## src/rtl/cd_nibble_master.sv

```systemverilog
// cd_nibble_master: nibble-bus decoder master; REQ/WE/ADDR/COUNT start a burst, WDATA/WREADY and RDATA/RVALID stream data, nWR/nRD/RS/DOUT/DIN drive the decoder, BUSY/DONE report progress
module cd_nibble_master #(
  parameter int SETUP = 1,
  parameter int PULSE = 2,
  parameter int RECOV = 1
) (
  input  logic       CLK_12M,
  input  logic       RESET,
  input  logic       REQ,
  input  logic       WE,
  input  logic [3:0] ADDR,
  input  logic [3:0] COUNT,
  input  logic [3:0] WDATA,
  output logic       WREADY,
  output logic [3:0] RDATA,
  output logic       RVALID,
  output logic       BUSY,
  output logic       DONE,
  output logic       nWR,
  output logic       nRD,
  output logic       RS,
  output logic [3:0] DOUT,
  input  logic [3:0] DIN
);
  typedef enum logic [2:0] {IDLE, A_SETUP, A_STROBE, A_RECOV, D_SETUP, D_STROBE, D_RECOV, FIN} state_t;
  state_t state, nxt;
  logic [2:0] cnt, len;
  logic last, we_r, ph_a, ph_d;
  logic [3:0] idx, rem, wd;
  always_comb begin
    len = (state == A_SETUP || state == D_SETUP) ? 3'(SETUP - 1) :
          (state == A_STROBE || state == D_STROBE) ? 3'(PULSE - 1) : 3'(RECOV - 1);
    last = cnt == len;
  end
  always_ff @(posedge CLK_12M or posedge RESET)
    if (RESET) begin
      state <= IDLE;
      cnt <= 3'd0;
    end else begin
      state <= nxt;
      cnt <= (nxt != state) ? 3'd0 : cnt + 3'd1;
    end
  always_comb begin
    nxt = state;
    case (state)
      IDLE:     nxt = REQ ? A_SETUP : IDLE;
      A_SETUP:  nxt = last ? A_STROBE : A_SETUP;
      A_STROBE: nxt = last ? A_RECOV : A_STROBE;
      A_RECOV:  nxt = last ? D_SETUP : A_RECOV;
      D_SETUP:  nxt = last ? D_STROBE : D_SETUP;
      D_STROBE: nxt = last ? D_RECOV : D_STROBE;
      // index 0 is never reached by decoder auto-increment, so wrapping onto it forces a fresh address phase
      D_RECOV:  nxt = !last ? D_RECOV : rem == 4'd0 ? FIN : idx == 4'hf ? A_SETUP : D_SETUP;
      default:  nxt = IDLE;
    endcase
  end
  always_ff @(posedge CLK_12M or posedge RESET)
    if (RESET) begin
      we_r <= 1'b0;
      idx <= 4'd0;
      rem <= 4'd0;
      wd <= 4'd0;
      RDATA <= 4'd0;
    end else begin
      if (state == IDLE && REQ) begin
        we_r <= WE;
        idx <= ADDR;
        rem <= COUNT;
      end
      if (state == D_RECOV && last && rem != 4'd0) begin
        idx <= idx + 4'd1;
        rem <= rem - 4'd1;
      end
      // write nibble is captured on the edge entering D_SETUP so DOUT is stable for the whole phase
      if (nxt == D_SETUP && state != D_SETUP && we_r) wd <= WDATA;
      if (state == D_STROBE && last && !we_r) RDATA <= DIN;
    end
  always_comb begin
    ph_a = state inside {A_SETUP, A_STROBE, A_RECOV};
    ph_d = state inside {D_SETUP, D_STROBE, D_RECOV};
    RS = ph_d;
    DOUT = ph_a ? idx : (ph_d && we_r) ? wd : 4'd0;
    nWR = !(state == A_STROBE || (state == D_STROBE && we_r));
    nRD = !(state == D_STROBE && !we_r);
    BUSY = state != IDLE;
    DONE = state == FIN;
    WREADY = state == D_SETUP && cnt == 3'd0 && we_r;
    RVALID = state == D_RECOV && cnt == 3'd0 && !we_r;
  end
endmodule

```

## config.mk

```make
export PLATFORM = sky130hd
export DESIGN_NAME = cd_nibble_master
export DESIGN_NICKNAME = d
export VERILOG_FILES = /design/src/rtl/cd_nibble_master.sv
export SDC_FILE = /design/constraint.sdc
export NUM_CORES = 1
export LEC_CHECK = 0
export BUFFER_PORTS_ARGS = -buffer_cell sky130_fd_sc_hd__buf_2
export CORE_MARGIN = 2
export CORE_UTILIZATION = 50
export CTS_CLUSTER_DIAMETER = 80
export DETAILED_ROUTE_END_ITERATION = 16
export HOLD_SLACK_MARGIN = 0.05
export PLACE_DENSITY = 0.82
export SLEW_MARGIN = 40
export SYNTH_ARGS = -nofsm -noshare
export SYNTH_HDL_FRONTEND = slang
export SYNTH_SLANG_ARGS = --single-unit
export TNS_END_PERCENT = 30
```

## constraint.sdc

```tcl
create_clock -name CLK_12M -period 2.2 [get_ports CLK_12M]
set_input_delay 0.44 -clock CLK_12M [delete_from_list [all_inputs] [get_ports CLK_12M]]
set_output_delay 0.44 -clock CLK_12M [all_outputs]
set_load 0.02 [all_outputs]
```

# --- Word level (Yosys, flattened, before mapping) ---
# Cells that the tools add are included.
totals:
  reg_bits: 23
  latch_bits: 0
  ramBits: 0
  mem_bits_ro: 0
  inputBits: 20
  output_inout_bits: 15
  wordCells: 69
  n_memories: 0
classes:
  add_sub_neg: 3
  multipliers: 0
  div_mod_pow: 0
  n_lt_le_gt_ge: 0
  eq_ne: 12
  n_shift: 0
  n_mux: 19
  n_bitwise: 0
  reduce_logical: 28
op_table:
  columns: ["op", "n"]
  rows:
  - ["4-bit 2-to-1 mux", 6]
  - ["3-bit case mux with 7 select lines", 1]
  - ["3-bit == test (second input constant)", 5]
  - ["3-bit 2-to-1 mux", 5]
  - ["1-bit logical AND", 14]
  - ["3-bit nonzero test", 3]
  - ["3-bit by 2-bit == test with 1-bit output (second input constant)", 2]
  - ["3-bit zero test", 2]
  - ["1-bit 2-to-1 mux", 5]
  - ["4-bit by 1-bit adder with 4-bit output (second input constant)", 1]
  - ["4-bit == test (second input constant)", 1]
  - ["4-bit zero test", 1]
  - ["2-bit 2-to-1 mux", 2]
  - ["4-bit nonzero test", 1]
  - ["4-bit by 1-bit subtractor with 4-bit output (second input constant)", 1]
  - ["3-bit by 1-bit adder with 3-bit output (second input constant)", 1]
  - ["3-bit by 1-bit == test with 1-bit output", 1]
  - ["3-bit by 1-bit == test with 1-bit output (second input constant)", 1]
  - ["1-bit zero test", 3]
  - ["1-bit logical OR", 3]
  - ["3-bit != test", 1]
  - ["3-bit != test (second input constant)", 1]
  - ["2-bit nonzero test", 1]

# --- Logic depth before layout (Yosys ltp) ---
depth:
  depth_word: 10
  depth_mapped: 8
  ltp_nobuf: 7

# --- Worst setup path after synthesis ---
# OpenSTA, ideal clock, no wires.
synth_path:
  kind: "register to register"
  start: "register rem[0]"
  end: "register wd[0]"
  setup_ns: 0.128
  arrival_ns: 1.890
  t_required_ns: 2.072
  slack_ns: 0.182
  path_stages_with_launch: 8
  path_buffers: 0
  period_less_slack_ns: 2.018
  cell_sequence: "dfrtp_1 -> inv_1 -> ha_1 -> or3b_1 -> nand3_1 -> a221oi_2 -> nor4_4 -> mux2_1"
synth_via:
  elab_chain_len: 7
synth_rtl:
  columns: ["element", "line", "text"]
  rows:
  - ["start, declared", "29", "logic [3:0] idx, rem, wd;"]
  - ["start signal, assigned", "72", "rem <= rem - 4'd1;"]
  - ["4-bit zero test", "53", "D_RECOV: nxt = !last ? D_RECOV : rem == 4'd0 ? FIN : idx == 4'hf ? A_SETUP : D_SETUP;"]
  - ["3-bit 2-to-1 mux (2 in a row)", "53", null]
  - ["3-bit case mux with 7 select lines", "45", "case (state)"]
  - ["3-bit == test", "75", "if (nxt == D_SETUP && state != D_SETUP && we_r) wd <= WDATA;"]
  - ["1-bit logical AND (2 in a row)", "75", null]
  - ["end signal, assigned", "62", "wd <= 4'd0;"]
  - ["end signal, assigned", "75", null]
  - ["end, declared", "29", null]
# No other way between the ends.
# A chain may end at the register's enable or synchronous reset.

# --- Final worst setup path ---
layout_path:
  start: "register rem[1]"
  end: "register wd[0]"
# The elaborated chain is that of the path after synthesis.

==> flow_summary.ini <==
[status]
outcome = finished clean

[worst_setup_path]
cp-start-kind = flop
end_kind = flop
crit_required_ns = 2.40
path_cells = inv_1 > ha_4 > or3b_4 > nand3_1 > a221oi_2 > nor4_4 > mux2_1
crit_fanout = 4
cp_num_buf_inv = 1
cp.depth = 7
critical-path-max-stage-delay_ns = 0.40
critPathTopFamily = simple AND/OR/NAND/NOR gates
cp_slowest_cell = dfrtp_1
critical_path_arrival_ns = 2.35
criticalPathCategory = reg -> reg
r2r.worst_path.cells = 7

[cts]
numCtsBuffers = 3
cts_tree = done
clkTransAtPathRegs_ns = 0.13
clk_path_buf_depth = 2
root_buffer = clkbuf_4
clock-sinks = 23
clk_latency_ns = 0.32
cts-htree-levels = 1

[floorplanning]
num_rows = 19
start_util_pct = 52.5
ioPinCount = 35
dieArea_um2 = 3310
chipHeight_um = 57.6
core-area_um2 = 2730
fp.dieW_um = 57.6

[placement]
dpl_cell_area_um2 = 1660
dp_hpwl_um = 2520
place_congestion = 0.835
dpl.cell_count = 221
io_buffer_count = 34

[power_and_ir_drop]
peakVddDrop_v = 0.000928
power_density_nw_per_um2 = 1530
leakagePower_nw = 0.822

[synth]
ys_ff_latch = 23
syn_area_um2 = 1440
synth_edf_count = 0
ys_warn_count = 0
avgSynthCellArea_um2 = 9.20
synth_ff_type = dfrtp_1
synth-async-reset-ratio_pct = 100
syn-num-nets = 180
syn_inst = 156
synth_cell_type_count = 49
ys_seq_area_share_pct = 40.1

[grt]
grt_pass1_vias = 1322
antenna_found_initial = 0
overflow = 0
grt_usage_pct = 21.5
grt_first_pass_wirelength_um = 5650
grt_max_degree = 24

[sta]
rsz0062_at_grt = true
slew_violations = 0
clock.fmax_mhz = 465
hold_viol = 0
setup_viol = 0
relSlewSlack_pct = 75.1
worst_pin_slew_ns = 0.365
skew_ns = 0.0124
fin_crit_sh_pct = 97.8
min_period_ns = 2.15

[layout]
final_cell_area_um2 = 1720
layout-drive-gt1-share_pct = 35.4
instances_no_fill = 226
area_growth_pct = 19.9
num_antenna_cells = 0
nets = 220

[hold_path]
min_path_type = in -> async

[drt]
vias = 1304
drt_iter0_markers = 36
ant_nets = 0
viasPerCell = 5.77
wl_um = 3330
dr.pass1.iters = 5
drcViolationCount = 0
detail_route.wl_per_cell_um = 14.7

[job]
max_cap_violations = 0
## report_power, final
part           leakage (nW)  internal (W)  switching (W)
Sequential            0.269      0.000637       0.000226
Clock                0.0150     0.0000709       0.000123
Combinational         0.537      0.000702       0.000868
Total                 0.822       0.00141        0.00122
## sequential cells by signal, summed over array words and instances (netlist names)
| signal | flops |
|---|---|
| RDATA | 4 |
| cnt | 3 |
| idx | 4 |
| rem | 4 |
| state | 3 |
| wd | 4 |
| we_r | 1 |
## path summary, 6_finish.rpt
kind / start / slack, ns / end
setup reg to reg: rem[1] / 0.05 / wd[0]
min in group CLK_12M: WE / 0.32 / we_r
max in group asynchronous: RESET / 1.81 / state[1]
hold reg to reg: wd[3] / 0.50 / wd[3]
setup / recovery: rem[1] / 0.05 / wd[0]
hold / removal: RESET / 0.14 / idx[1]
## placed cells by master, fill, tap and decap left out, drive strengths merged, types with 2 or more instances in the layout
cell	netlist	layout
dfrtp	23	23
and3b	2	2
nand2	21	21
o31ai	2	2
o22ai	5	5
a31oi	3	3
a22oi	2	2
a21oi	7	7
inv	13	13
and2	2	2
mux2	8	8
a211oi	2	2
buf	6	44
and3	4	4
nor2	11	11
nor3	4	4
nand3	4	4
nor3b	4	4
nand3b	2	2
clkbuf	3	4
ha	4	4
o21ai	5	5
xnor2	2	2
## cells in the mapped netlist, drive strengths merged (2+ instances only)
master | number | area [um2]
a31oi | 3 | 18.8
a211oi | 2 | 20.0
mux2 | 8 | 90.1
nand3b | 2 | 15.0
nor2 | 11 | 41.3
o31ai | 2 | 15.0
and3 | 4 | 31.3
nand3 | 4 | 20.0
nor3b | 4 | 30.0
a22oi | 2 | 15.0
xnor2 | 2 | 17.5
o22ai | 5 | 31.3
a21oi | 7 | 35.0
and2 | 2 | 13.8
dfrtp | 23 | 576
nor3 | 4 | 31.3
ha | 4 | 50.1
nand2 | 21 | 78.8
and3b | 2 | 18.8
inv | 13 | 48.8
clkbuf | 3 | 11.3
o21ai | 5 | 25.0
buf | 6 | 38.8
## through the flow
step | util (%) | setup TNS, ns | power [W] | hold slack [ns] | setup slack [ns]
2_1_floorplan | - | 0 | 0.00193 | 0.442 | 0.182
3_3_place_gp | 60.8 | 0 | 0.00228 | 0.479 | 0.126
3_5_place_dp | 60.8 | 0 | 0.00236 | 0.480 | 0.0549
4_1_cts | 61.8 | 0 | 0.00255 | 0.146 | 0.00296
5_1_grt | 62.9 | -0.332 | 0.00285 | 0.159 | -0.0718
6_report | 62.9 | 0 | 0.00263 | 0.137 | 0.0478
## cells by family after synthesis
family          Yosys count  share of synthesized area (%)
fa+ha+maj                 4                           3.49
flops                    23                           40.1
buf+inv                  22                           6.89
mux                       8                           6.28
xor+xnor                  2                           1.22
simple gates             60                           23.5
compound gates           37                           18.5
## routing by layer
layer | GRT usage (%) | part of all wire (%)
met4 | 5.98 | 1.1
met1 | 27.7 | 43
met3 | 2.72 | 5.5
met5 | 0 | 0
met2 | 37.8 | 50
## area by class of cell
cell class | instances | area (um2)
Timing Repair Buffer | 44 | 248
Sequential cell | 23 | 581
Tap cell | 31 | 38.8
Multi-Input combinational cell | 111 | 778
Clock buffer | 4 | 26.3
Fill cell | 219 | 1010
Inverter | 13 | 48.8
## worst register-to-register path, stage by stage, from the launching register on
cell	delay (ns)
dfrtp_1	0.40
inv_1	0.13
ha_4	0.17
or3b_4	0.38
nand3_1	0.10
a221oi_2	0.10
nor4_4	0.39
mux2_1	0.36
## repair_timing
item                       4_1_cts  5_1_grt
setup buffers                    0        1
setup endpoints to repair        2       13
gates cloned                     0        0
resized for setup                1        8
pin swaps                        0        2
hold buffers                     0        0
Note: power is estimated with default switching activity, not from simulation.
